### config.mk
export PLATFORM = sky130hd
export DESIGN_NAME = tm_inference_sequencer
export DESIGN_NICKNAME = d
export VERILOG_FILES = /design/src/rtl/tm_inference_sequencer.sv
export SDC_FILE = /design/constraint.sdc
export NUM_CORES = 1
export LEC_CHECK = 0
export CAP_MARGIN = 30
export CELL_PAD_IN_SITES_DETAIL_PLACEMENT = 1
export CELL_PAD_IN_SITES_GLOBAL_PLACEMENT = 2
export CORE_MARGIN = 8
export CORE_UTILIZATION = 22
export CTS_BUF_LIST = sky130_fd_sc_hd__clkbuf_4
export DETAILED_ROUTE_END_ITERATION = 6
export PLACE_DENSITY_LB_ADDON = 0.2
export SETUP_SLACK_MARGIN = 0.15
export SLEW_MARGIN = 10
export SYNTH_ARGS = -nofsm -noshare
export SYNTH_HDL_FRONTEND = slang
export SYNTH_SLANG_ARGS = --single-unit
### constraint.sdc
create_clock -name s00_axis_aclk -period 1.4 [get_ports s00_axis_aclk]
set_input_delay 0.35 -clock s00_axis_aclk [delete_from_list [all_inputs] [get_ports s00_axis_aclk]]
set_output_delay 0.35 -clock s00_axis_aclk [all_outputs]
set_load 0.02 [all_outputs]
### src/rtl/tm_inference_sequencer.sv
// Frame-level controller for the Tsetlin-machine inference core: counts S00 beats into packet
// indices, starts the core once per full datapoint and presents the captured class on M00.
module tm_inference_sequencer #(
    parameter int C_S00_AXIS_TDATA_WIDTH = 64,
    parameter int C_M00_AXIS_TDATA_WIDTH = 64,
    parameter int FEATURE_NUM            = 784,
    parameter int PACKETS_NUM            = (FEATURE_NUM - 1) / C_S00_AXIS_TDATA_WIDTH + 1,
    parameter int CNT_W                  = 8
) (
    input  logic                                  s00_axis_aclk,
    input  logic                                  s00_axis_aresetn,
    input  logic                                  s_axis_tvalid,
    input  logic                                  s_axis_tlast,
    output logic                                  s_axis_tready,
    output logic                                  core_load,
    output logic [CNT_W-1:0]                      packet_counter,
    output logic                                  core_start,
    input  logic                                  core_finish,
    input  logic [C_M00_AXIS_TDATA_WIDTH-1:0]     core_y,
    input  logic                                  m00_axis_tready,
    output logic                                  m00_axis_tvalid,
    output logic [C_M00_AXIS_TDATA_WIDTH-1:0]     m00_axis_tdata,
    output logic [C_M00_AXIS_TDATA_WIDTH/8-1:0]   m00_axis_tkeep,
    output logic                                  m00_axis_tlast,
    input  logic                                  err_clr,
    output logic [1:0]                            err_status,
    output logic [31:0]                           frame_count
);

    localparam logic [CNT_W-1:0] LAST_IDX = CNT_W'(PACKETS_NUM - 1);

    typedef enum logic [1:0] {ST_LOAD, ST_WAIT, ST_OUT} state_t;

    state_t                              state_q, state_d;
    logic [CNT_W-1:0]                    cnt_q, cnt_d;
    logic                                start_q, start_d;
    logic                                valid_q, valid_d;
    logic [C_M00_AXIS_TDATA_WIDTH-1:0]   data_q, data_d;
    logic                                tlast_q, tlast_d;
    logic                                last_flag_q, last_flag_d;
    logic [1:0]                          err_q, err_d;
    logic [31:0]                         frames_q, frames_d;

    // Ready depends only on state, so there is no path from m00_axis_tready to s_axis_tready.
    assign s_axis_tready   = (state_q == ST_LOAD);
    assign core_load       = s_axis_tvalid & s_axis_tready;
    assign packet_counter  = cnt_q;
    assign core_start      = start_q;
    assign m00_axis_tvalid = valid_q;
    assign m00_axis_tdata  = data_q;
    assign m00_axis_tkeep  = {(C_M00_AXIS_TDATA_WIDTH/8){valid_q}};
    assign m00_axis_tlast  = tlast_q;
    assign err_status      = err_q;
    assign frame_count     = frames_q;

    always_comb begin
        state_d     = state_q;
        cnt_d       = cnt_q;
        start_d     = 1'b0;
        valid_d     = valid_q;
        data_d      = data_q;
        tlast_d     = tlast_q;
        last_flag_d = last_flag_q;
        frames_d    = frames_q;
        // Clear first so that a set event in the same cycle overrides it.
        err_d       = err_clr ? 2'b00 : err_q;

        case (state_q)
            ST_LOAD: begin
                if (core_finish) begin
                    err_d[1] = 1'b1;
                end
                if (core_load) begin
                    if (cnt_q == LAST_IDX) begin
                        cnt_d       = '0;
                        last_flag_d = s_axis_tlast;
                        start_d     = 1'b1;
                        state_d     = ST_WAIT;
                    end else if (s_axis_tlast) begin
                        cnt_d    = '0;
                        err_d[0] = 1'b1;
                    end else begin
                        cnt_d = cnt_q + 1'b1;
                    end
                end
            end
            ST_WAIT: begin
                if (core_finish) begin
                    data_d  = core_y;
                    tlast_d = last_flag_q;
                    valid_d = 1'b1;
                    state_d = ST_OUT;
                end
            end
            ST_OUT: begin
                if (core_finish) begin
                    err_d[1] = 1'b1;
                end
                if (m00_axis_tready) begin
                    valid_d  = 1'b0;
                    tlast_d  = 1'b0;
                    frames_d = frames_q + 32'd1;
                    state_d  = ST_LOAD;
                end
            end
            default: begin
                state_d = ST_LOAD;
            end
        endcase
    end

    always_ff @(posedge s00_axis_aclk) begin
        if (!s00_axis_aresetn) begin
            state_q     <= ST_LOAD;
            cnt_q       <= '0;
            start_q     <= 1'b0;
            valid_q     <= 1'b0;
            data_q      <= '0;
            tlast_q     <= 1'b0;
            last_flag_q <= 1'b0;
            err_q       <= 2'b00;
            frames_q    <= 32'd0;
        end else begin
            state_q     <= state_d;
            cnt_q       <= cnt_d;
            start_q     <= start_d;
            valid_q     <= valid_d;
            data_q      <= data_d;
            tlast_q     <= tlast_d;
            last_flag_q <= last_flag_d;
            err_q       <= err_d;
            frames_q    <= frames_d;
        end
    end

endmodule

==> flow_metrics.py, run 1 <==
metrics = {
    "clocking": {
        "cts_tree": "done",
        "ctsRootBufferMaster": "clkbuf_4",
        "cts_buffers": 9,
        "clk_latency_ps": 490,
        "cts_hold_buf": 0,
        "clock_path_buffers": 2,
        "cts.sink_count": 112,
        "htreeDepth": 3,
        "cts.clk_slew.worst_paths_ps": 190,
    },
    "power_and_ir_drop": {
        "p_leak_nw": 3.74,
        "ir_drop_uv": 486,
        "powerDensity_nw_per_um2": 579,
    },
    "global_routing": {
        "grt_max_degree": 56,
        "grt-ovfl-total": 0,
        "grt_pass1_vias": 5543,
        "use_met1_pct": 17.2,
        "grt_antenna_before_repair": 2,
        "grt_usage_pct": 15.3,
        "grt_pass1_wl_um": 31200,
        "use_met2_pct": 27.8,
        "grt_busiest_layer": "met2",
        "use_met3_pct": 4.68,
    },
    "layout": {
        "finalNonFillerCells": 1155,
        "area_delta_synth_final_pct": 110,
        "nets": 951,
        "multiInputGateArea_um2": 2550,
        "nFillCells": 2250,
        "fin_util_pct": 46.7,
        "post_route_cells_drive_above_1_share_pct": 59.5,
        "seq_area_um2": 2460,
    },
    "sta": {
        "fin_ws_ps": -306,
        "max_freq_mhz": 586,
        "whs_ps": 368,
        "hold_viol": 0,
        "rsz0062_at_grt": "true",
        "setup_viol": 124,
        "fin_setup_tns_ps": -14080,
        "worst_pin_slew_ps": 359,
        "fin_crit_ps": 1710,
        "period_share_pct": 122,
        "drv_slew": 0,
        "fin_skew_ps": 22.2,
        "maxSlewHeadroom_pct": 75.8,
    },
    "routing": {
        "ant_nets": 0,
        "first_pass_iters": 4,
        "wire_per_inst_um": 18.0,
        "viasPerCell": 4.51,
        "dr.first_iter.drc_count": 104,
        "num_vias": 5214,
        "drc_errors": 0,
        "wirelength_um": 20800,
    },
    "die": {
        "dieArea_um2": 25300,
        "core_area_um2": 20200,
        "initial_core_util_pct": 22.3,
        "die_w_um": 159,
        "die_h_um": 159,
        "pin_count": 190,
        "num_rows": 52,
    },
    "place": {
        "port_buffers": 189,
        "gp_congestion": 0.765,
        "place_ws_ps": -752,
        "place_inst": 1039,
        "dpl.hpwl_um": 12900,
    },
    "critical_path": {
        "worst_path_dominant_cell_family": "simple AND/OR/NAND/NOR gates",
        "r2r-start": "state_q[0]",
        "worstReg2RegEnd": "frame_count[18]",
        "slowest_stage": "dfxtp_4",
        "setup.worst_path.end_class": "flop",
        "cp_data_required_time_ps": 1830,
        "r2r_cells": 6,
        "crit_path_frequent_cell": "buf_12",
        "critPathLaunchType": "flop",
        "r2r_slack_ps": -310,
        "slowest_delay_ps": 400,
        "path_buf_inv": 2,
        "crit_fanout": 6,
        "crit_chain": "and4b_4 > buf_12 > buf_12 > nand4_4 > or3_1 > a21oi_1",
        "worstSetupPathType": "reg2reg",
        "cp.arrival_ps": 2130,
    },
    "logic_synthesis": {
        "yosysSeqAreaShare_pct": 49.8,
        "avgSynthCellArea_um2": 8.24,
        "ys_types": 36,
        "postSynthCellCount": 546,
        "syn_area_um2": 4500,
        "yosys_warnings": 0,
        "synth_top_area_cell": "dfxtp_1",
        "synth_top_area_share_pct": 49.8,
        "syn-num-nets": 620,
        "synth_seq_cells": 112,
        "synth_area_leaders": "dfxtp_1, nand2_1, a21oi_1",
    },
    "hold_path": {
        "hold_start": "core_y[21]",
        "hold_path_depth": 3,
        "min_to": "m00_axis_tdata[21]",
        "hp-class": "in2reg",
    },
    "run_status": {
        "status": "complete, but fails checks",
        "failed_checks": "setup timing",
    },
    "job": {
        "max_cap_viol_count": 0,
    },
}
-- power breakdown --
part / switching [mW] / leakage (nW) / internal, mW
Clock: 1.18 / 0.0911 / 0.756
Sequential: 0.00692 / 0.968 / 3.14
Combinational: 0.149 / 2.69 / 0.235
Total: 1.33 / 3.74 / 4.13
-- flip-flops by register name, summed over array words and instances (netlist names) --
name,count
core_start,1
err_status,2
frame_count,32
last_flag_q,1
m00_axis_tdata,64
m00_axis_tlast,1
m00_axis_tvalid,1
packet_counter,8
state_q,2
-- cell usage after synthesis (all sizes together) --
cell type  number
clkinv          1
buf            18
and3            5
and4b           2
a22oi           1
inv             7
nor2           28
xnor2           1
a21oi          89
or4            12
xor2           16
nor3            3
nand2b          1
nor4            1
dfxtp         112
or2             1
and4            8
o31ai          12
nand2         144
clkbuf         25
nand3          16
ha              3
and2            3
or3             7
mux2i           3
a32oi           1
nand4          18
o21ai           8
-- cell families (layout without fill, tap and decap cells) --
kind of cell	after synthesis	in the layout	share of synthesized area, %
buf+inv	51	385	5.62
xor+xnor	17	17	3.31
compound gates	111	111	13.2
simple gates	249	251	26.6
flops	112	112	49.8
other cells	0	3	0
mux	3	3	0.668
fa+ha+maj	3	3	0.835
-- worst max-delay path by stage --
stage / from / end / slack [ps] / cells after the start
3_3_place_gp: m00_axis_tready / frame_count[25] / -650 / 5
3_5_place_dp: m00_axis_tready / frame_count[21] / -750 / 5
5_1_grt: state_q[0] / frame_count[30] / -350 / 5
2_1_floorplan: frame_count[14] / frame_count[22] / -150 / 5
4_1_cts: state_q[0] / core_load / -310 / 4
6_report: state_q[0] / frame_count[18] / -310 / 6
-- timing repair --
item,CTS,global route
pin swaps,19,18
buffers inserted,59,27
gates resized for setup,881,83
endpoints found under the setup margin,226,230
gates cloned,11,0
-- cells in the final DEF, fill, tap and decap left out, types with 15 or more instances in the layout --
master / synthesis / routed
buf_6: 3 / 164
nand2_1: 144 / 139
buf_4: 9 / 104
dfxtp_2: 0 / 81
clkdlybuf4s50_1: 0 / 70
a21oi_2: 0 / 46
a21oi_1: 89 / 42
dfxtp_4: 0 / 30
nor2_1: 28 / 24
xor2_1: 16 / 15
-- per-layer routing --
layer | vias up | part of all wire, %
met2 | 120 | 52
met4 | 0 | 0.87
met3 | 14 | 5.7
li1 | 2524 | -
met5 | - | 0
met1 | 2556 | 41
-- per-stage QoR --
stage	cell area, µm²	total power [mW]
floorplan	4750	3.31
global placement	7330	3.58
detailed placement	7330	3.58
CTS	8870	5.55
global route	9430	5.71
finish	9430	5.46
-- cell type report --
cell class | instances | area share, %
well taps | 270 | 3.58
clock buffers | 10 | 0.796
repair buffers | 361 | 41.1
flip-flops and latches | 112 | 26.1
multi-input cells | 385 | 27.0
clock inverters | 6 | 0.982
inverters | 8 | 0.358
diodes | 3 | 0.0796
-- tightest hold or removal path, delay by kind of cell --
kind	cells	cell delay, ps
AOI/OAI and AO/OA	1	50
and+or+nand+nor	1	50
buffers and inverters	1	400
Note: power is estimated with default switching activity, not from simulation.
==> inputs of run 2 (changes only) <==
--- a/config.mk
+++ b/config.mk
@@ -9,7 +9,7 @@
 export CELL_PAD_IN_SITES_DETAIL_PLACEMENT = 1
 export CELL_PAD_IN_SITES_GLOBAL_PLACEMENT = 2
 export CORE_MARGIN = 8
-export CORE_UTILIZATION = 22
+export CORE_UTILIZATION = 24
 export CTS_BUF_LIST = sky130_fd_sc_hd__clkbuf_4
 export DETAILED_ROUTE_END_ITERATION = 6
 export PLACE_DENSITY_LB_ADDON = 0.2
==> constraint.sdc (replaced) <==
create_clock -name s00_axis_aclk -period 1.74 [get_ports s00_axis_aclk]
set_input_delay 0.435 -clock s00_axis_aclk [delete_from_list [all_inputs] [get_ports s00_axis_aclk]]
set_output_delay 0.435 -clock s00_axis_aclk [all_outputs]
set_load 0.02 [all_outputs]
==> run 2 against run 1 <==
The flow still finishes with violations (setup timing). Register-to-register slack improved by 260 ps. Combinational power is 26% lower. Clock power fell by 17%. Core utilization down 6.5 points. Clock-buffer cell count decreased by 1. Hold slack better by 85 ps. Routed wire length fell by 14%.
==> flow_metrics.py, run 2 (synthesized netlist as in run 1, its figures left out) <==
metrics = {
    "hold_path": {
        "hp-class": "in2reg",
    },
    "layout": {
        "multiInputGateArea_um2": 2230,
        "seq_area_um2": 2390,
        "nFillCells": 2175,
        "largest_reg_flops": 64,
        "area_delta_synth_final_pct": 66.3,
        "nets": 877,
        "post_route_cells_drive_above_1_share_pct": 42.0,
        "final_cell_mix": "nand2_1, buf_2, a21oi_1, clkdlybuf4s50_1, buf_4",
        "layout_commonest_cell": "nand2_1",
    },
    "die": {
        "pin_count": 190,
        "die_w_um": 153,
        "dieArea_um2": 23400,
        "num_rows": 50,
        "die_h_um": 153,
        "core_area_um2": 18600,
        "initial_core_util_pct": 24.2,
    },
    "global_routing": {
        "grt_max_degree": 47,
        "grt-ovfl-total": 0,
        "grt_usage_pct": 14.5,
        "grt_pass1_vias": 5077,
        "grt_pass1_wl_um": 27600,
        "grt_antenna_before_repair": 2,
    },
    "clocking": {
        "htreeDepth": 3,
        "cts_tree": "done",
        "ctsRootBufferMaster": "clkbuf_4",
        "clk_latency_ps": 490,
        "cts.clk_slew.worst_paths_ps": 200,
        "cts_hold_buf": 0,
        "cts.sink_count": 112,
        "cts_buffers": 9,
        "clock_path_buffers": 2,
    },
    "routing": {
        "first_pass_iters": 4,
        "viasPerCell": 4.67,
        "wirelength_um": 17900,
        "wire_per_inst_um": 17.2,
        "ant_nets": 0,
        "dr.first_iter.drc_count": 118,
        "drc_errors": 0,
        "num_vias": 4877,
    },
    "power_and_ir_drop": {
        "p_leak_nw": 3.14,
        "ir_drop_uv": 340,
        "powerDensity_nw_per_um2": 590,
        "finalPower_mw": 4.41,
    },
    "sta": {
        "fin_crit_ps": 1820,
        "fin_ws_ps": -75.1,
        "fin_skew_ps": 24.6,
        "drv_slew": 0,
        "worst_pin_slew_ps": 461,
        "hold_viol": 0,
        "rsz0062_at_grt": "true",
        "maxSlewHeadroom_pct": 69.1,
        "period_share_pct": 104,
        "max_freq_mhz": 551,
        "setup_viol": 7,
    },
    "run_status": {
        "failed_checks": "setup timing",
        "status": "complete, but fails checks",
    },
    "place": {
        "gp_congestion": 0.760,
        "dpl.hpwl_um": 12100,
        "place_ws_ps": -571,
        "port_buffers": 189,
    },
    "critical_path": {
        "critPathLaunchType": "primary input",
        "worstSetupPathType": "in2reg",
        "crit_fanout": 5,
        "cp_data_required_time_ps": 2160,
        "cp.arrival_ps": 2240,
        "setup.worst_path.end_class": "flop",
    },
    "job": {
        "max_cap_viol_count": 0,
    },
}
-- run 2: cell types whose count changed in the layout (fill, tap and decap cells not counted), sizes merged --
cell,delta
buf,-72
bufbuf,-4
clkbuf,-1
clkinv,-2
diode,-1
inv,+3
nand4,+2
-- run 2: final timing paths --
check	start	endpoint	slack, ps	cells past startpoint
setup / recovery	m00_axis_tready	frame_count[24]	-80	6
hold / removal	core_y[25]	m00_axis_tdata[25]	450	3
setup reg to reg	state_q[0]	frame_count[24]	-50	5
hold reg to reg	m00_axis_tdata[62]	m00_axis_tdata[62]	470	2
-- run 2: metrics by stage --
| stage | hold WS, ps | utilization [%] | setup TNS [ps] | area (µm²) | std cells |
|---|---|---|---|---|---|
| 2_1_floorplan | 431 | - | 0 | 4550 | 546 |
| 3_3_place_gp | 440 | 37.3 | -13000 | 6930 | 972 |
| 3_5_place_dp | 448 | 37.3 | -16060 | 6930 | 972 |
| 4_1_cts | 385 | 38.5 | -93.4 | 7150 | 1026 |
| 5_1_grt | 402 | 40.3 | -717 | 7480 | 1044 |
| 6_report | 453 | 40.3 | -172 | 7480 | 1044 |
-- run 2: routing by layer --
layer | part of all wire (%) | global-route usage, % | routed length (µm)
met5 | 0 | 0 | 0
met4 | 0.92 | 3.86 | 165
met3 | 7.7 | 5.75 | 1380
met2 | 50 | 25.2 | 8920
met1 | 42 | 16.3 | 7470
-- run 2: layout make-up --
class	instances	area share [%]
sequential	112	32.0
timing repair buffer	285	31.4
multi-input combinational	387	29.8
tap	234	3.91
clock inverter	7	1.45
clock buffer	9	0.903
inverter	8	0.418
antenna	2	0.0669
-- run 2: where the power goes --
group | internal (mW) | switching (mW)
Combinational | 0.178 | 0.103
Clock | 0.616 | 0.981
Sequential | 2.53 | 0.00264
Total | 3.32 | 1.09
-- run 2: what timing repair did --
action | CTS | global route
resized for setup | 592 | 61
endpoints found under the setup margin | 140 | 47
buffers inserted | 35 | 15
pin swaps | 11 | 15
cloned | 3 | 1
-- run 2: worst max-delay path, stage by stage --
cell and delay, ps:
clkdlybuf4s50_1 540, and4b_4 330, buf_4 140, nand4_4 110
or4_1 520, a21oi_1 160
